$ cat src/rtl/branch_exec_unit.sv
// Two-stage conditional-branch execute unit: X0 evaluates the condition and target, X1 presents the completion.
// Optional macro BRANCH_EXEC_MISALIGN_EN adds W_misaligned and suppresses redirects for misaligned taken targets.
module branch_exec_unit #(
    parameter int p_seq_num_bits = 5,
    parameter int p_addr_bits    = 32
) (
    input  logic                      clk,
    input  logic                      rst,
    input  logic                      D_val,
    output logic                      D_rdy,
    input  logic [p_addr_bits-1:0]    D_pc,
    input  logic [31:0]               D_op1,
    input  logic [31:0]               D_op2,
    input  logic [31:0]               D_imm,
    input  logic [2:0]                D_func,
    input  logic [p_seq_num_bits-1:0] D_seq_num,
    input  logic                      sq_in_val,
    input  logic [p_seq_num_bits-1:0] sq_in_seq_num,
`ifdef BRANCH_EXEC_MISALIGN_EN
    output logic                      W_misaligned,
`endif
    output logic                      W_val,
    input  logic                      W_rdy,
    output logic [p_seq_num_bits-1:0] W_seq_num,
    output logic                      W_taken,
    output logic [p_addr_bits-1:0]    W_target,
    output logic                      sq_out_val,
    output logic [p_seq_num_bits-1:0] sq_out_seq_num,
    output logic [p_addr_bits-1:0]    sq_out_target
);
    localparam int SW = p_seq_num_bits;
    localparam int AW = p_addr_bits;
    localparam logic [SW-1:0] SEQ_HALF = SW'(1 << (SW - 1));

    // Age distance in [1, 2^(n-1)-1] means e was issued after r.
    function automatic logic is_younger(input logic [SW-1:0] e, input logic [SW-1:0] r);
        logic [SW-1:0] d;
        d = e - r;
        return (d != '0) && (d < SEQ_HALF);
    endfunction

    function automatic logic br_cond(input logic [2:0] f, input logic [31:0] a, input logic [31:0] b);
        logic signed [31:0] sa;
        logic signed [31:0] sb;
        logic               res;
        sa  = a;
        sb  = b;
        res = 1'b0;
        case (f)
            3'b000:  res = (a == b);
            3'b001:  res = (a != b);
            3'b100:  res = (sa < sb);
            3'b101:  res = (sa >= sb);
            3'b110:  res = (a < b);
            3'b111:  res = (a >= b);
            default: res = 1'b0;
        endcase
        return res;
    endfunction

    logic          x0_val_q;
    logic [AW-1:0] x0_pc_q;
    logic [31:0]   x0_op1_q;
    logic [31:0]   x0_op2_q;
    logic [31:0]   x0_imm_q;
    logic [2:0]    x0_func_q;
    logic [SW-1:0] x0_seq_q;

    logic          x1_val_q;
    logic [SW-1:0] x1_seq_q;
    logic          x1_taken_q;
    logic [AW-1:0] x1_target_q;

    logic          sq_val_q;
    logic [SW-1:0] sq_seq_q;
    logic [AW-1:0] sq_tgt_q;

    logic          own_dead, kill_v, x0_live, x1_live, x1_free, move, d_fire, d_keep, w_fire, redirect;
    logic [SW-1:0] kill_seq;
    logic          x0_taken;
    logic [AW-1:0] x0_target;

    // A redirect of our own is never younger than a concurrent external one unless it is itself killed,
    // so when it survives it carries the older squash point.
    assign own_dead   = sq_in_val && is_younger(sq_seq_q, sq_in_seq_num);
    assign sq_out_val = sq_val_q && !own_dead;
    assign kill_v     = sq_in_val || sq_out_val;
    assign kill_seq   = sq_out_val ? sq_seq_q : sq_in_seq_num;

    assign x0_live = x0_val_q && !(kill_v && is_younger(x0_seq_q, kill_seq));
    assign x1_live = x1_val_q && !(kill_v && is_younger(x1_seq_q, kill_seq));
    assign d_keep  = !(kill_v && is_younger(D_seq_num, kill_seq));

    assign W_val   = x1_live;
    assign w_fire  = x1_live && W_rdy;
    assign x1_free = !x1_live || W_rdy;
    assign move    = x0_live && x1_free;
    assign D_rdy   = !rst && (!x0_live || x1_free);
    assign d_fire  = D_val && D_rdy;

    assign x0_taken  = br_cond(x0_func_q, x0_op1_q, x0_op2_q);
    assign x0_target = x0_pc_q + (x0_taken ? x0_imm_q[AW-1:0] : AW'(4));

`ifdef BRANCH_EXEC_MISALIGN_EN
    logic x1_mis_q;
    logic x0_mis;
    assign x0_mis       = x0_taken && (x0_target[1:0] != 2'b00);
    assign W_misaligned = x1_mis_q;
    assign redirect     = w_fire && x1_taken_q && !x1_mis_q;

    always_ff @(posedge clk or posedge rst) begin
        if (rst) begin
            x1_mis_q <= 1'b0;
        end else if (move) begin
            x1_mis_q <= x0_mis;
        end
    end
`else
    assign redirect = w_fire && x1_taken_q;
`endif

    always_ff @(posedge clk or posedge rst) begin
        if (rst) begin
            x0_val_q <= 1'b0;
            x1_val_q <= 1'b0;
            sq_val_q <= 1'b0;
        end else begin
            x0_val_q <= d_fire ? d_keep : (x0_live && !move);
            x1_val_q <= move || (x1_live && !W_rdy);
            sq_val_q <= redirect;
        end
    end

    // X0: operand capture
    always_ff @(posedge clk) begin
        if (d_fire) begin
            x0_pc_q   <= D_pc;
            x0_op1_q  <= D_op1;
            x0_op2_q  <= D_op2;
            x0_imm_q  <= D_imm;
            x0_func_q <= D_func;
            x0_seq_q  <= D_seq_num;
        end
    end

    // X1: resolved branch, and the registered redirect behind it
    always_ff @(posedge clk or posedge rst) begin
        if (rst) begin
            x1_seq_q    <= '0;
            x1_taken_q  <= 1'b0;
            x1_target_q <= '0;
            sq_seq_q    <= '0;
            sq_tgt_q    <= '0;
        end else begin
            if (move) begin
                x1_seq_q    <= x0_seq_q;
                x1_taken_q  <= x0_taken;
                x1_target_q <= x0_target;
            end
            if (redirect) begin
                sq_seq_q <= x1_seq_q;
                sq_tgt_q <= x1_target_q;
            end
        end
    end

    assign W_seq_num      = x1_seq_q;
    assign W_taken        = x1_taken_q;
    assign W_target       = x1_target_q;
    assign sq_out_seq_num = sq_seq_q;
    assign sq_out_target  = sq_tgt_q;

endmodule

$ cat config.mk
export PLATFORM = sky130hd
export DESIGN_NAME = branch_exec_unit
export DESIGN_NICKNAME = d
export VERILOG_FILES = /design/src/rtl/branch_exec_unit.sv
export SDC_FILE = /design/constraint.sdc
export NUM_CORES = 1
export LEC_CHECK = 0
export CAP_MARGIN = 20
export CORE_ASPECT_RATIO = 0.8
export CORE_MARGIN = 10
export CORE_UTILIZATION = 40
export CTS_CLUSTER_DIAMETER = 60
export DETAILED_ROUTE_END_ITERATION = 8
export MAX_ROUTING_LAYER = met4
export PLACE_DENSITY = 0.71
export SLEW_MARGIN = 20
export SYNTH_ARGS = -nofsm -noshare
export SYNTH_HDL_FRONTEND = slang
export SYNTH_SLANG_ARGS = --single-unit
$ cat constraint.sdc
create_clock -name clk -period 25.4 [get_ports clk]
set_input_delay 5.08 -clock clk [delete_from_list [all_inputs] [get_ports clk]]
set_output_delay 5.08 -clock clk [all_outputs]
set_load 0.05 [all_outputs]
==> flow_metrics.py <==
metrics = {
    "global_routing": {
        "grt_pass1_vias": 7129,
        "grt_max_degree": 79,
        "grt_first_pass_wirelength_um": 40050,
        "antenna_found_initial": 1,
        "track_usage_pct": 15.94,
        "gr-total-overflow": 0,
    },
    "setup_path": {
        "required_ns": 20.32,
        "startpoint_type": "input port",
        "cp_data_arrival_time_ns": 10.36,
        "path_max_fanout": 6,
        "crit_path_end_kind": "output port",
        "cp-startpoint": "sq_in_seq_num[2]",
        "crit_type": "input port to output port",
        "regToRegStartpoint": "x0_op1_q[31]",
    },
    "outcome": {
        "status": "completed",
    },
    "drt": {
        "wl_met2_um": 12090,
        "wl_met1_um": 11440,
        "drc": 0,
        "wl_met3_um": 1526,
        "firstDrtPassIters": 4,
        "drt-total-wl_um": 25600,
        "highest_layer": "met4",
        "num_vias": 7088,
        "wl_per_cell_um": 18.10,
        "ant_nets": 0,
        "drt_iter0_markers": 270,
        "via_per_inst": 5.013,
    },
    "synthesis": {
        "yosys-top-cells-area": "edfxtp_1, dfrtp_1, ha_1",
        "synth_cells": 834,
        "synth_cell_type_count": 59,
        "ys_ff_latch": 214,
        "ys_warn_count": 0,
        "yosysTopAreaCellShare_pct": 39.91,
        "async_flop_share_pct": 36.45,
        "synth_area_per_cell_um2": 12.27,
        "synth_enable_flop_cells": 136,
        "synth_flop_cell": "edfxtp_1",
        "syn_area_um2": 10230,
        "synth_top_area_cell": "edfxtp_1",
        "synth_nets": 1060,
        "synth-seq-area-share_pct": 58.98,
    },
    "die": {
        "fp.dieW_um": 198.8,
        "start_util_pct": 40.54,
        "io-pin-count": 224,
        "die_y_um": 163.1,
        "dieArea_um2": 32420,
        "std_cell_rows": 52,
        "coreArea_um2": 25240,
    },
    "timing": {
        "hold_viol_final": 0,
        "finalCriticalPeriod_ns": 15.44,
        "worst_slew_pin_slew_ns": 1.198,
        "slew_viol_final": 0,
        "min_period_over_period_pct": 60.80,
        "max-slew-margin-rel_pct": 19.94,
        "setup_viol": 0,
        "max_freq_mhz": 64.76,
        "timing.setup.tns_ns": 0,
        "fin_skew_ns": 0.01024,
        "rsz0062_at_grt": "no",
    },
    "clock_tree": {
        "cts_sinks": 214,
        "cts-resized-gates": 0,
        "path_clk_slew_ns": 0.06,
        "cts_tree": "built",
        "numCtsBuffers": 24,
        "cts_setup_buffers": 0,
        "insertion_delay_ns": 0.52,
        "cts_hold_buffers": 0,
        "max-clock-path-buffers": 3,
        "htreeDepth": 1,
        "clockRootBuffer": "clkbuf_16",
    },
    "min_path": {
        "hp-class": "register to register",
        "min_from": "sq_out_target[11]",
    },
    "place": {
        "placement.io_buffers": 223,
        "post-dp-hpwl_um": 19510,
        "place.gp.congestion": 0.8645,
    },
    "power_and_ir_drop": {
        "cellLeakagePower_nw": 5.767,
        "powerDensity_nw_per_um2": 98.33,
        "ir_worst_vdd_mv": 0.05475,
        "power_mw": 1.345,
    },
    "final_layout": {
        "fin_nets": 1297,
        "drive_above_1_share_pct": 8.815,
        "area_growth_pct": 33.71,
    },
    "job": {
        "max_cap_viol_count": 0,
    },
}
[where the power goes]
part           total [mW]  switching (mW)  leakage (nW)  internal, mW
sequential          0.483          0.0452          2.26         0.437
combinational       0.502           0.321          3.09         0.181
clock               0.361           0.137         0.412         0.224
[placed cells by master (no fill, tap or decap), drive strengths merged, types with 8 or more instances in the layout]
cell type	count
a211oi	8
a21o	9
a21oi	44
and3	33
clkbuf	31
clkdlybuf4s50	223
clkinv	9
dfrtp	78
edfxtp	136
ha	79
inv	63
mux2	36
nand2	88
nand3	13
nand4	9
nor2	33
nor3	8
o21ai	57
xnor2	15
xor2	17
[stage by stage]
step / std cells / utilization (%) / hold WS, ns / area (um^2) / setup WS (ns)
2_1_floorplan: 834 / - / 0.4479 / 10230 / 10.92
3_3_place_gp: 1369 / 50.89 / 0.4755 / 12850 / 10.26
3_5_place_dp: 1369 / 50.89 / 0.4861 / 12850 / 10.02
4_1_cts: 1413 / 54.19 / 0.4983 / 13680 / 10.02
5_1_grt: 1414 / 54.20 / 0.5142 / 13680 / 9.621
6_report: 1414 / 54.20 / 0.5033 / 13680 / 9.957
[routing by layer]
metal  GRT usage, %  up-vias
li1               -     3538
met1          20.70     3353
met2          24.90      160
met3          3.476       37
met4          4.050        0
met5              -        -
[state kept, by name, indices dropped and copies added, names as in the netlist]
register        count
W_target           32
sq_out_target      32
x0_imm_q           32
x0_op1_q           32
x0_op2_q           32
x0_pc_q            32
W_seq_num           5
sq_out_seq_num      5
x0_seq_q            5
x0_func_q           3
W_taken             1
sq_val_q            1
x0_val_q            1
x1_val_q            1
[kinds of logic (layout without fill, tap and decap cells)]
| group | Yosys count | count (layout) | synth area share (%) |
|---|---|---|---|
| other cells | 0 | 1 | 0 |
| flops | 214 | 214 | 58.98 |
| buf+inv | 81 | 336 | 3.167 |
| xor+xnor | 32 | 32 | 2.739 |
| mux | 42 | 42 | 4.585 |
| fa+ha+maj | 80 | 80 | 9.855 |
| simple gates | 213 | 213 | 10.20 |
| compound gates | 172 | 172 | 10.48 |
[cell type report]
| class | instances | area (um^2) |
|---|---|---|
| Antenna cell | 1 | 2.502 |
| Clock buffer | 31 | 658.1 |
| Clock inverter | 13 | 175.2 |
| Fill cell | 2153 | 11560 |
| Inverter | 63 | 237.7 |
| Multi-Input combinational cell | 539 | 3891 |
| Sequential cell | 214 | 6036 |
| Tap cell | 324 | 405.4 |
| Timing Repair Buffer | 229 | 2277 |
[synth_stat cells (all sizes together), types with 8 or more instances]
| master | n |
|---|---|
| edfxtp | 136 |
| nand2 | 88 |
| ha | 79 |
| dfrtp | 78 |
| inv | 63 |
| o21ai | 57 |
| a21oi | 44 |
| mux2 | 36 |
| and3 | 33 |
| nor2 | 33 |
| xor2 | 17 |
| xnor2 | 15 |
| nand3 | 13 |
| buf | 10 |
| a21o | 9 |
| nand4 | 9 |
| a211oi | 8 |
| clkbuf | 8 |
| nor3 | 8 |
[worst max-delay path: stages]
cell,delay (ns)
clkdlybuf4s50_1,0.49
inv_1,0.06
ha_1,0.32
o21ai_0,0.10
a21oi_1,0.21
nor2_1,0.09
nor3_1,0.19
a21oi_1,0.06
o21ai_1,0.49
mux2i_1,0.45
ha_1,0.32
nor2b_1,0.18
o211a_1,0.21
o211ai_1,0.20
or3b_1,0.36
mux2i_1,0.35
nor3_1,0.23
nor2_1,0.14
clkdlybuf4s50_1,0.82
[final timing paths]
check	depth (start not counted)	slack, ns	endpoint
worst max register to register	20	19.09	W_target[28]
max in group asynchronous	3	19.38	W_target[20]
worst min register to register	1	0.50	sq_out_target[11]
min in group asynchronous	2	4.89	sq_out_seq_num[3]
worst max-delay path	19	9.96	D_rdy
worst min-delay path	1	0.50	sq_out_target[11]
Power figures use the tool's default switching activity.
